### config.mk
export PLATFORM = sky130hd
export DESIGN_NAME = spi_mem_ctrl
export DESIGN_NICKNAME = d
export VERILOG_FILES = /design/src/rtl/spi_mem_ctrl.sv
export SDC_FILE = /design/constraint.sdc
export NUM_CORES = 1
export LEC_CHECK = 0
export BUFFER_PORTS_ARGS = -buffer_cell sky130_fd_sc_hd__clkbuf_2
export CORE_ASPECT_RATIO = 0.9
export CORE_MARGIN = 5
export CORE_UTILIZATION = 55
export DETAILED_ROUTE_END_ITERATION = 8
export PLACE_DENSITY = 0.78
export SYNTH_ARGS = -nofsm -noshare
export SYNTH_HDL_FRONTEND = slang
export SYNTH_SLANG_ARGS = --single-unit
### constraint.sdc
create_clock -name i_clk -period 3.8 [get_ports i_clk]
set_input_delay 0.19 -clock i_clk [delete_from_list [all_inputs] [get_ports i_clk]]
set_output_delay 0.19 -clock i_clk [all_outputs]
set_load 0.05 [all_outputs]
### src/rtl/spi_mem_ctrl.sv
// SPI memory controller: one byte/halfword/word read (0x03) or write (0x02) per request,
// mode 0 at clk/2, two chip selects. Data bytes go little-endian on the wire, MSB first per byte.
module spi_mem_ctrl #(
  parameter int unsigned ADDR_W = 24
) (
  input  logic              i_clk,
  input  logic              i_rst_n,
  input  logic              i_start,
  input  logic              i_write,
  input  logic              i_sel,
  input  logic [1:0]        i_size,
  input  logic [ADDR_W-1:0] i_addr,
  input  logic [31:0]       i_wdata,
  output logic [31:0]       o_rdata,
  output logic              o_busy,
  output logic              o_done,
  output logic              o_sclk,
  output logic              o_mosi,
  input  logic              i_miso,
  output logic              o_cs1_n,
  output logic              o_cs2_n
);

  localparam int unsigned TxW  = 8 + ADDR_W + 32;
  localparam int unsigned CntW = $clog2((ADDR_W > 32 ? ADDR_W : 32) + 1);

  typedef enum logic [2:0] {StIdle, StCmd, StAddr, StData, StFinish} state_e;

  state_e            r_state, w_state;
  logic [CntW-1:0]   r_cnt, w_cnt;
  logic              r_sclk, w_sclk;
  logic [TxW-1:0]    r_tx, w_tx;
  logic [31:0]       r_rx, w_rx;
  logic [31:0]       r_rdata, w_rdata;
  logic              r_write, w_write;
  logic              r_sel, w_sel;
  logic [1:0]        r_size, w_size;
  logic              r_cs1_n, w_cs1_n;
  logic              r_cs2_n, w_cs2_n;
  logic              r_busy, w_busy;
  logic              r_done, w_done;
  logic [CntW-1:0]   w_data_bits;
  logic [31:0]       w_rx_word;
  logic [31:0]       w_wbytes;

  // Wire order is byte 0 first, so the write word is byte-reversed ahead of the MSB-first shifter.
  assign w_wbytes = {i_wdata[7:0], i_wdata[15:8], i_wdata[23:16], i_wdata[31:24]};

  // First received byte sits highest in r_rx; reverse back into little-endian order.
  always_comb begin
    w_data_bits = CntW'(32);
    w_rx_word   = {r_rx[7:0], r_rx[15:8], r_rx[23:16], r_rx[31:24]};
    case (r_size)
      2'd0: begin
        w_data_bits = CntW'(8);
        w_rx_word   = {24'h0, r_rx[7:0]};
      end
      2'd1: begin
        w_data_bits = CntW'(16);
        w_rx_word   = {16'h0, r_rx[7:0], r_rx[15:8]};
      end
      default: ;
    endcase
  end

  always_comb begin
    w_state = r_state;
    w_cnt   = r_cnt;
    w_sclk  = r_sclk;
    w_tx    = r_tx;
    w_rx    = r_rx;
    w_rdata = r_rdata;
    w_write = r_write;
    w_sel   = r_sel;
    w_size  = r_size;
    w_cs1_n = r_cs1_n;
    w_cs2_n = r_cs2_n;
    w_busy  = r_busy;
    w_done  = 1'b0;
    case (r_state)
      StIdle: begin
        if (i_start) begin
          w_state = StCmd;
          w_cnt   = CntW'(8);
          w_sclk  = 1'b0;
          w_tx    = {(i_write ? 8'h02 : 8'h03), i_addr, (i_write ? w_wbytes : 32'h0)};
          w_rx    = 32'h0;
          w_write = i_write;
          w_sel   = i_sel;
          w_size  = i_size;
          w_cs1_n = i_sel;
          w_cs2_n = ~i_sel;
          w_busy  = 1'b1;
        end
      end
      StFinish: w_state = StIdle;
      default: begin
        if (!r_sclk) begin
          w_sclk = 1'b1;
          if (r_state == StData) w_rx = {r_rx[30:0], i_miso};
        end else begin
          w_sclk = 1'b0;
          w_tx   = r_tx << 1;
          w_cnt  = r_cnt - 1'b1;
          if (r_cnt == CntW'(1)) begin
            case (r_state)
              StCmd: begin
                w_state = StAddr;
                w_cnt   = CntW'(ADDR_W);
              end
              StAddr: begin
                w_state = StData;
                w_cnt   = w_data_bits;
              end
              default: begin
                w_state = StFinish;
                w_cs1_n = 1'b1;
                w_cs2_n = 1'b1;
                w_busy  = 1'b0;
                w_done  = 1'b1;
                if (!r_write) w_rdata = w_rx_word;
              end
            endcase
          end
        end
      end
    endcase
  end

  always_ff @(posedge i_clk) begin
    if (!i_rst_n) begin
      r_state <= StIdle;
      r_cnt   <= '0;
      r_sclk  <= 1'b0;
      r_tx    <= '0;
      r_rx    <= '0;
      r_rdata <= '0;
      r_write <= 1'b0;
      r_sel   <= 1'b0;
      r_size  <= '0;
      r_cs1_n <= 1'b1;
      r_cs2_n <= 1'b1;
      r_busy  <= 1'b0;
      r_done  <= 1'b0;
    end else begin
      r_state <= w_state;
      r_cnt   <= w_cnt;
      r_sclk  <= w_sclk;
      r_tx    <= w_tx;
      r_rx    <= w_rx;
      r_rdata <= w_rdata;
      r_write <= w_write;
      r_sel   <= w_sel;
      r_size  <= w_size;
      r_cs1_n <= w_cs1_n;
      r_cs2_n <= w_cs2_n;
      r_busy  <= w_busy;
      r_done  <= w_done;
    end
  end

  assign o_rdata = r_rdata;
  assign o_busy  = r_busy;
  assign o_done  = r_done;
  assign o_sclk  = r_sclk;
  assign o_mosi  = r_tx[TxW-1];
  assign o_cs1_n = r_cs1_n;
  assign o_cs2_n = r_cs2_n;

endmodule

; Yosys cells after proc, flatten, opt, wreduce, memory -nomap -nowiden
; Cells that the tools add are included.
[word_totals]
ff_bits = 145
out_inout_bits = 38
latchBits = 0
ramBits = 0
rom_bits = 0
in_bits = 64
memories = 0
[classes]
n_lt_le_gt_ge = 0
bitwise_logic = 8
n_reduce_logical = 17
div_mod_pow = 0
multipliers = 0
shift = 0
muxes = 37
addsub = 1
eq_ne = 9
[op_table]
columns = operator, count
row1 = $mux W32, 4
row2 = $mux W64, 2
row3 = $pmux W32 S2, 2
row4 = $pmux W64 S2, 1
row5 = $pmux W6 S2, 3
row6 = $mux W6, 3
row7 = $mux W1, 13
row8 = $pmux W3 S2, 2
row9 = $reduce_and A5 Y1, 2
row10 = $mux W3, 3
row11 = $not A1 Y1, 8
row12 = $pmux W1 S2, 4
row13 = $eq A3 B2 Y1 const B, 2
row14 = $eq A6 B1 Y1 const B, 1
row15 = $reduce_and A3 Y1, 2
row16 = $reduce_bool A2 Y1, 3
row17 = $reduce_bool A3 Y1, 2
row18 = $sub A6 B1 Y6 const B, 1
row19 = $reduce_or A5 Y1, 1
row20 = $ne A2 B1 Y1 const B, 2
row21 = $reduce_and A2 Y1, 2
row22 = $reduce_and A4 Y1, 1
row23 = $reduce_or A2 Y1, 2
row24 = $eq A3 B1 Y1 const B, 1
row25 = 5 further kinds, 5

; Logic depth before layout (Yosys ltp)
; Gate-level depths: netlist of run 1.
[depth]
ltp_word = 6
ltp_mapped = 7

; Worst setup path before layout of run 1
; OpenSTA, ideal clock, no wires.
[synth_path]
path_type = flip-flop to flip-flop
startpoint = register r_sclk (netlist: o_sclk)
endpoint = register r_rdata[14] (netlist: o_rdata[14])
required_time_ns = 3.714
t_arrival_ns = 1.964
stages_incl_launch_ff = 7
slack_ns = 1.750
setup_ns = 0.086
path_cell_list = dfxtp_1 -> buf_2 -> o21ai_1 -> a211oi_2 -> buf_2 -> a21oi_1 -> a211oi_1
[synth_between]
elab_chain_cells = 1
[synth_rtl]
columns = item, line
row1 = from (decl), 31  ; logic r_sclk, w_sclk;
row2 = from (signal assigned), 148  ; r_sclk <= w_sclk;
row3 = $reduce_and A5 Y1 (no source line), --
row4 = to (signal assigned), 151  ; r_rdata <= w_rdata;
row5 = to (decl), 34  ; logic [31:0] r_rdata, w_rdata;
; Every way passes these cells.
; A chain may end at the register's enable or synchronous reset.

; Worst setup path in the final report of run 1
[layout_path]
startpoint = register r_state[0]
endpoint = register r_tx[30]
[layout_between]
elab_chain_cells = 3
elab_cells_between_ends = 7
[layout_rtl]
columns = item, line
row1 = from (decl), 29  ; state_e r_state, w_state;
row2 = from (signal assigned), 132  ; r_state <= StIdle;
row3 = from (signal assigned), 146  ; r_state <= w_state;
row4 = $logic_not A3 Y1 / $eq A3 B3 Y1 (equally long branches), 80  ; case (r_state)
row5 = $ne A2 B2 Y1 (no source line) (tied with other cells), --
row6 = $reduce_and A3 Y1 (no source line), --
row7 = to (signal assigned), 149  ; r_tx <= w_tx;
row8 = to (decl), 32  ; logic [TxW-1:0] r_tx, w_tx;
; Several ways; a longest one is shown, not always the timed one.

==> results of run 1 <==
[cell type report]
class | instances | share of cell area
clock buffer | 22 | 0.0640
clock inverter | 10 | 0.0243
inverter | 5 | 0.00270
multi-input combinational | 491 | 0.408
sequential | 145 | 0.392
tap | 152 | 0.0257
timing repair buffer | 114 | 0.0831
[cell usage after synthesis, types with 5 or more instances]
| cell | count |
|---|---|
| a211oi_1 | 8 |
| nand3_1 | 26 |
| o21ai_0 | 14 |
| inv_1 | 5 |
| a22oi_1 | 68 |
| nor3_1 | 8 |
| nor2b_1 | 34 |
| clkbuf_1 | 46 |
| buf_1 | 6 |
| o31ai_1 | 8 |
| mux2i_1 | 56 |
| buf_2 | 10 |
| nand2_1 | 92 |
| nor2_1 | 48 |
| dfxtp_1 | 145 |
| a21oi_1 | 81 |
[power by group through the flow]
stage / Clock [mW] / Sequential [mW] / Combinational (mW)
6_report: 1.84 / 1.61 / 0.339
5_1_grt: 1.93 / 1.62 / 0.372
4_1_cts: 1.86 / 1.61 / 0.336
3_5_place_dp: 0 / 1.65 / 0.332
3_3_place_gp: 0 / 1.64 / 0.322
2_1_floorplan: 0 / 1.64 / 0.244
[worst min-delay path, stage by stage]
cell and delay, ps:
clkbuf_2 90, nand2_1 60, a21oi_1 50
[state kept, by name (all words and copies together) (netlist names)]
| signal | flops |
|---|---|
| o_rdata | 32 |
| r_cnt | 6 |
| o_sclk | 1 |
| o_cs2_n | 1 |
| o_done | 1 |
| o_cs1_n | 1 |
| r_tx | 64 |
| r_size | 2 |
| r_state | 3 |
| r_write | 1 |
| o_busy | 1 |
| r_rx | 32 |
[metrics by stage]
stage | cell area [um^2] | setup slack [ps] | power (mW)
2_1_floorplan | 6200 | 1750 | 1.88
3_3_place_gp | 6750 | 1390 | 1.96
3_5_place_dp | 6750 | 1260 | 1.98
4_1_cts | 7400 | 1270 | 3.81
5_1_grt | 7410 | 1070 | 3.92
6_report | 7410 | 1280 | 3.79
[metal layers]
layer / share of wire / up-vias / routed length (um) / track usage
li1: - / 2646 / - / -
met1: 0.46 / 2608 / 7140 / 0.328
met2: 0.46 / 223 / 7160 / 0.355
met3: 0.073 / 18 / 1140 / 0.0612
met4: 0.013 / 0 / 208 / 0.0687
met5: 0 / - / 0 / 0
[kinds of logic after synthesis]
kind of cell,after synthesis,share of synthesized area
AOI/OAI and AO/OA,203,0.214
buffers and inverters,71,0.0480
DFF,145,0.468
muxes,56,0.0904
and+or+nand+nor,226,0.170
xor gates and xnor gates,4,0.00565
adders and majority gates,2,0.00403
[path summary, 6_finish.rpt]
| kind | start | to | slack [ps] | depth (start not counted) |
|---|---|---|---|---|
| setup / recovery | r_state[0] | r_tx[30] | 1280 | 6 |
| hold / removal | i_size[1] | r_size[1] | 20 | 3 |
| setup reg to reg | r_state[0] | r_tx[30] | 1280 | 6 |
| hold reg to reg | r_tx[16] | r_tx[16] | 450 | 2 |
==> impl_metrics.toml, run 1 <==
[run_status]
status = "completed"

[detailed_routing]
drc = 0
viasPerCell = 5.85
wl_per_cell_um = 16.7
vias = 5495
dr.pass1.iters = 8
ant_nets = 0
wl_mm = 15.6
dr.first_iter.drc_count = 631

[pwr]
power_frac_seq = 0.426
switchingPower_mw = 0.885
power_leakage_nw = 2.75
peakVddDrop_uv = 378
p_sw_frac = 0.234
power_frac_comb = 0.089
pwr-share-clk = 0.485
powerDensity_nw_per_um2 = 512
internal_power_mw = 2.90

[synth]
ys_ff_latch = 145
synth_cell_type_count = 52
netlist_area_um2 = 6200
ys_top_cells_by_area = "dfxtp_1 (47%), mux2i_1 (9.0%), a22oi_1 (8.2%)"
seq_area_frac_synth = 0.468
yosys_warnings = 0
syn_avg_cell_area_um2 = 8.77
postSynthCellCount = 707
synth_edf_count = 0
syn_nets = 773
async_flop_share = 0
ys.flop_type = "dfxtp_1"
synth_top_area_frac = 0.468
yosysTopAreaCell = "dfxtp_1"

[layout]
nets = 840
drive_above_1_share = 0.198
antenna_cells = 0
area_delta_synth_final_pct = 19.4
regArea_um2 = 2900
final_common_cell = "dfxtp_1"
fin_cells = 939
multi_input_area_um2 = 3020
post-route-util = 0.677
nFillCells = 876
mostFrequentLayoutCells = "dfxtp_1 (145), clkbuf_2 (101), nand2_1 (92)"

[clock_network]
cts_resized = 0
clk_pin_slew_worst_paths_ps = 60
clockBufferDepth = 2
clock_sinks = 145
clockRootBuffer = "clkbuf_16"
post-cts-setup-buffers = 0
clkLatencyLatePin_ps = 410
cts_tree = "done"
cts_max_level = 4
ctsHoldBuffers = 0
numCtsBuffers = 17

[placement]
dp.cells = 906
hpwl_mm = 10.0
gp_congestion = 0.799
io_buffers = 101

[sta]
finalHoldViolCount = 0
final-max-slew-violation-count = 0
fin_setup_tns_ps = 0
tightest_slew_ps = 849
rsz0062_at_grt = "false"
min_period_ps = 2520
fmax_ghz = 0.396
fin_skew_ps = 5.26
relSlewSlack = 0.431
setup_violations = 0
whs_ps = 20.2
post-route-period-util = 0.664

[floorplanning]
dieWidth_um = 122
die_y_um = 111
rows = 36
initial_utilization = 0.567
boundaryPins = 102
core_um2 = 10900
die_area_um2 = 13500

[worst_setup_path]
cpLargestDelayFamily = "simple AND/OR/NAND/NOR gates"
crit_required_ps = 4140
critPathLaunchType = "flop"
critPathCaptureType = "flop"
crit_type = "flop to flop"
worstPathArrival_ps = 2860
cp.buffers_inverters = 2
cpMostUsedCell = "buf_4"
cp_max_fo = 31
slowest_delay_ps = 790
crit_chain = "nor4b_4 -> buf_4 -> and2_0 -> buf_4 -> a22oi_1 -> a21oi_1"
crit_slowest_cell = "nor4b_4"

[hold_path]
min_path_type = "input port to flop"

[grt]
grt_first_pass_wirelength_mm = 25.9
grt_max_degree = 94
grt_pass1_vias = 5274
antenna_found_initial = 0
grt-ovfl-total = 0
grt.total_usage = 0.234

[job]
cap_violations = 0
(Power assumes the default switching activity.)
==> run 2, diff against run 1 <==
==> constraint.sdc (replaced) <==
create_clock -name i_clk -period 2.5 [get_ports i_clk]
set_input_delay 0.125 -clock i_clk [delete_from_list [all_inputs] [get_ports i_clk]]
set_output_delay 0.125 -clock i_clk [all_outputs]
set_load 0.05 [all_outputs]
==> run 2 against run 1 <==
  * First-iteration DRC count shrank 1.6%
  * Register-to-register slack lost 1000 ps
  * Sequential share of layout area shrank 2.1 points
  * Hold slack lost 11 ps
  * Clock skew is essentially flat
  * Count of clock-buffer cells in the layout grew 5
  * Global-route usage grew 0.87 points
  * Worst setup slack lost 1000 ps
  * Final cell count grew 5.0%
  * Sequential power grew 52%
  * Total power grew 48%
  * Clock power grew 39%
==> impl_metrics.toml, run 2 (same netlist as run 1, synthesis figures left out) <==
[run_status]
status = "completed"

[grt]
grt-ovfl-total = 0
grt_max_degree = 65
use_met1 = 0.326
grt_first_pass_wirelength_mm = 26.7
antenna_found_initial = 1
use_met2 = 0.379
grt_busiest_layer = "met2"
grt_pass1_vias = 5488
grt.total_usage = 0.243
met3_usage = 0.0628

[layout]
final_common_cell = "dfxtp_1"
regMostFlops = "r_tx"
largest_register_ffs = 64
nFillCells = 817
antenna_cells = 0
mostFrequentLayoutCells = "dfxtp_1 (145), clkbuf_2 (101), nand2_1 (92)"
drive_above_1_share = 0.192
nets = 887
area_delta_synth_final_pct = 26.2

[clock_network]
clkLatencyLatePin_ps = 420
clockBufferDepth = 2
cts_max_level = 4
clk_pin_slew_worst_paths_ps = 60
numCtsBuffers = 17
clock_sinks = 145
clockRootBuffer = "clkbuf_16"
cts_tree = "done"

[sta]
fmax_ghz = 0.441
finalHoldViolCount = 0
post-route-period-util = 0.908
tightest_slew_ps = 757
setup_violations = 0
fin_ws_ps = 230
rsz0062_at_grt = "false"
relSlewSlack = 0.482
fin_setup_tns_ps = 0
fin_skew_ps = 5.60
min_period_ps = 2270
final-max-slew-violation-count = 0

[hold_path]
hold_start = "i_wdata[5]"
min_path_type = "input port to flop"

[detailed_routing]
dr.pass1.iters = 6
wl_per_cell_um = 16.6
wl_mm = 16.3
drc = 0
vias = 5640
ant_nets = 0
viasPerCell = 5.72
dr.first_iter.drc_count = 621

[worst_setup_path]
worstPathArrival_ps = 2570
crit_type = "flop to flop"
crit_start = "r_state[0]"
cp_max_fo = 45
r2r_start = "r_state[0]"
critPathLaunchType = "flop"
critPathCaptureType = "flop"
crit_required_ps = 2800

[floorplanning]
rows = 36
dieWidth_um = 122
boundaryPins = 102
die_area_um2 = 13500
core_um2 = 10900
die_y_um = 111
initial_utilization = 0.567

[pwr]
p_sw_frac = 0.238
pwr-share-clk = 0.457
internal_power_mw = 4.28
power_leakage_nw = 2.93
powerDensity_nw_per_um2 = 718
switchingPower_mw = 1.34
power_frac_comb = 0.108
peakVddDrop_uv = 546
power_frac_seq = 0.436

[placement]
io_buffers = 101
gp_congestion = 0.800
pre_cts_ws_ps = 213
hpwl_mm = 9.93

[job]
cap_violations = 0
[run 2: cell count changes in the layout (fill, tap and decap cells not counted)]
cell	previous run	this run
a211oi_4	0	1
bufinv_16	5	3
buf_4	12	18
nor2_2	0	1
clkbuf_1	2	7
clkinv_2	4	3
clkinvlp_4	2	0
dlygate4sd3_1	0	38
a211oi_2	1	0
buf_12	1	3
[run 2: metal layers]
layer  vias to the layer above  share of wire
met2                       184           0.48
met4                         2          0.016
met5                         -        0.00080
met3                        28          0.057
met1                      2687           0.45
li1                       2739              -
[run 2: through the flow]
stage                     hold slack [ps]  area (um^2)  instances  total power, mW  utilization
after floorplan                       261         6200        707             2.86            -
after global placement                382         6830        914             3.01        0.624
after detailed placement              377         6830        914             3.03        0.624
after CTS                           0.628         7800        984             5.63        0.713
after global routing                 13.3         7830        986             5.81        0.715
final                                9.26         7830        986             5.61        0.715
[run 2: cell type report]
type                            count  area (um^2)  share of cell area
Multi-Input combinational cell    492         3040               0.388
Inverter                            5         20.0             0.00256
Clock buffer                       27          493              0.0630
Timing Repair Buffer              160         1080               0.138
Tap cell                          152          190              0.0243
Sequential cell                   145         2900               0.371
Clock inverter                      5          100              0.0128
[run 2: worst paths after layout]
path,cells past startpoint,slack (ps),end
max,7,230,r_tx[0]
min,3,9,r_tx[29]
max reg2reg,7,230,r_tx[0]
min reg2reg,2,450,o_rdata[17]
[run 2: timing repair]
| item | in CTS | in global routing |
|---|---|---|
| endpoints found under the setup margin | 0 | 8 |
| buffers inserted | 0 | 1 |
| endpoints found under the hold margin | 37 | 0 |
| resized for setup | 0 | 1 |
| hold buffers | 38 | 0 |
[run 2: power groups by stage]
stage | Clock [mW] | Sequential, mW | Combinational (mW)
after floorplan | 0 | 2.49 | 0.371
after global placement | 0 | 2.49 | 0.522
after detailed placement | 0 | 2.49 | 0.537
after CTS | 2.60 | 2.44 | 0.589
after global routing | 2.69 | 2.45 | 0.661
final | 2.56 | 2.45 | 0.605
[run 2: worst max-delay path, cell delays in order, from the launching register on]
cell and delay, ps:
dfxtp_1 400, buf_4 220, nor4b_4 330, nor2_4 150, buf_12 200, a32oi_1 220, dlygate4sd3_1 580, nor2_1 40
==> run 3, diff against run 2 <==
--- a/config.mk
+++ b/config.mk
@@ -10,6 +10,7 @@
 export CORE_MARGIN = 5
 export CORE_UTILIZATION = 55
 export DETAILED_ROUTE_END_ITERATION = 8
+export MAX_ROUTING_LAYER = met4
 export PLACE_DENSITY = 0.78
 export SYNTH_ARGS = -nofsm -noshare
 export SYNTH_HDL_FRONTEND = slang
==> run 3 against run 2 <==
  * Worst setup slack lost 80 ps
  * Clock power is essentially flat
  * Register-to-register slack lost 80 ps
  * Sequential power is essentially flat
  * Core utilization is essentially flat
  * Cell area is essentially flat
  * Sequential share of layout area is essentially flat
  * Die area is the same
  * Critical path depth is the same
  * First-iteration DRC count grew 0.97%
  * Clock skew is essentially flat
  * Largest cell class unchanged
==> impl_metrics.toml, run 3 (same netlist as run 1, synthesis figures left out) <==
[sta]
tightest_slew_ps = 756
fmax_ghz = 0.426
finalHoldViolCount = 0
final-max-slew-violation-count = 0
setup_violations = 0
min_period_ps = 2350
rsz0062_at_grt = "false"
fin_setup_tns_ps = 0
fin_skew_ps = 6.08
post-route-period-util = 0.940
relSlewSlack = 0.483

[job]
cap_violations = 0

[placement]
io_buffers = 101
dp.cells = 914
hpwl_mm = 9.93
gp_congestion = 0.812

[grt]
grt-ovfl-total = 0
grt_max_degree = 65
grt.total_usage = 0.251
grt_pass1_vias = 5466
grt_first_pass_wirelength_mm = 26.7
met3_usage = 0.0607
use_met1 = 0.331
use_met2 = 0.378
grt_busiest_layer = "met2"
antenna_found_initial = 1

[layout]
regArea_um2 = 2900
drive_above_1_share = 0.192
area_delta_synth_final_pct = 26.2
nFillCells = 815
mostFrequentLayoutCells = "dfxtp_1 (145), clkbuf_2 (101), nand2_1 (92)"
multi_input_area_um2 = 3050
post-route-util = 0.715
fin_cells = 986
final_common_cell = "dfxtp_1"
regMostFlops = "r_tx"
largest_register_ffs = 64
nets = 886

[worst_setup_path]
cp_max_fo = 45
reg2reg_slack_ps = 150
worstPathArrival_ps = 2650
critPathCaptureType = "flop"
crit_type = "flop to flop"
critPathLaunchType = "flop"
crit_required_ps = 2800

[hold_path]
min_path_type = "input port to flop"

[clock_network]
post-cts-setup-buffers = 0
numCtsBuffers = 17
clk_pin_slew_worst_paths_ps = 60
cts_tree = "done"
clock_sinks = 145
clkLatencyLatePin_ps = 420
clockRootBuffer = "clkbuf_16"
clockBufferDepth = 2
cts_max_level = 4

[detailed_routing]
wl_per_cell_um = 16.6
drc = 0
dr.first_iter.drc_count = 627
wl_mm = 16.4
viasPerCell = 5.69
dr.pass1.iters = 5
ant_nets = 0
vias = 5611

[pwr]
power_leakage_nw = 2.93
peakVddDrop_uv = 544
powerDensity_nw_per_um2 = 718

[run_status]
status = "completed"

[floorplanning]
initial_utilization = 0.567
rows = 36
dieWidth_um = 122
die_y_um = 111
core_um2 = 10900
die_area_um2 = 13500
boundaryPins = 102
==> run 3: metrics by stage <==
step | power (mW) | setup slack (ps) | hold slack [ps] | instance area, um^2
after floorplan | 2.86 | 450 | 261 | 6200
after global placement | 3.01 | 295 | 382 | 6830
after detailed placement | 3.03 | 213 | 377 | 6830
after CTS | 5.63 | 192 | 0.628 | 7800
after global routing | 5.81 | 41.3 | 12.6 | 7830
final | 5.62 | 151 | 7.21 | 7830
==> run 3: per-layer routing <==
| metal | share of wire | wire, um |
|---|---|---|
| met5 | 0 | 0 |
| met4 | 0.013 | 208 |
| met3 | 0.058 | 954 |
| met2 | 0.48 | 7820 |
| met1 | 0.45 | 7380 |
==> run 3: repair_timing <==
action | 4_1_cts | 5_1_grt
setup endpoints to repair | 0 | 8
hold buffers | 38 | 0
hold endpoints to repair | 37 | 0
gates resized for setup | 0 | 2
==> run 3: cell type report <==
cell class,instances,area share
multi-input cells,492,0.389
repair buffers,159,0.137
clock inverters,5,0.0128
well taps,152,0.0243
clock buffers,27,0.0630
diodes,1,0.000320
flip-flops and latches,145,0.371
inverters,5,0.00256
==> run 3: where the power goes <==
group          internal, mW  switching (mW)  leakage [nW]  total, mW
registers              2.39          0.0583          1.18       2.45
clock network          1.65           0.921         0.290       2.57
logic                 0.241           0.362          1.46      0.604
total                  4.27            1.34          2.93       5.62
==> run 3: worst paths after layout <==
check / start / end / cells past startpoint
max: r_state[0] / r_tx[0] / 7
min: i_wdata[5] / r_tx[29] / 3
max reg2reg: r_state[0] / r_tx[0] / 7
min reg2reg: o_rdata[17] / o_rdata[17] / 2
==> run 3: worst max-delay path, cell delays in order, from the launching register on <==
cell and delay [ps]:
dfxtp_1 400, buf_4 210, nor4b_4 410, nor2_4 170, buf_12 220, a32oi_2 200, dlygate4sd3_1 580, nor2_1 40
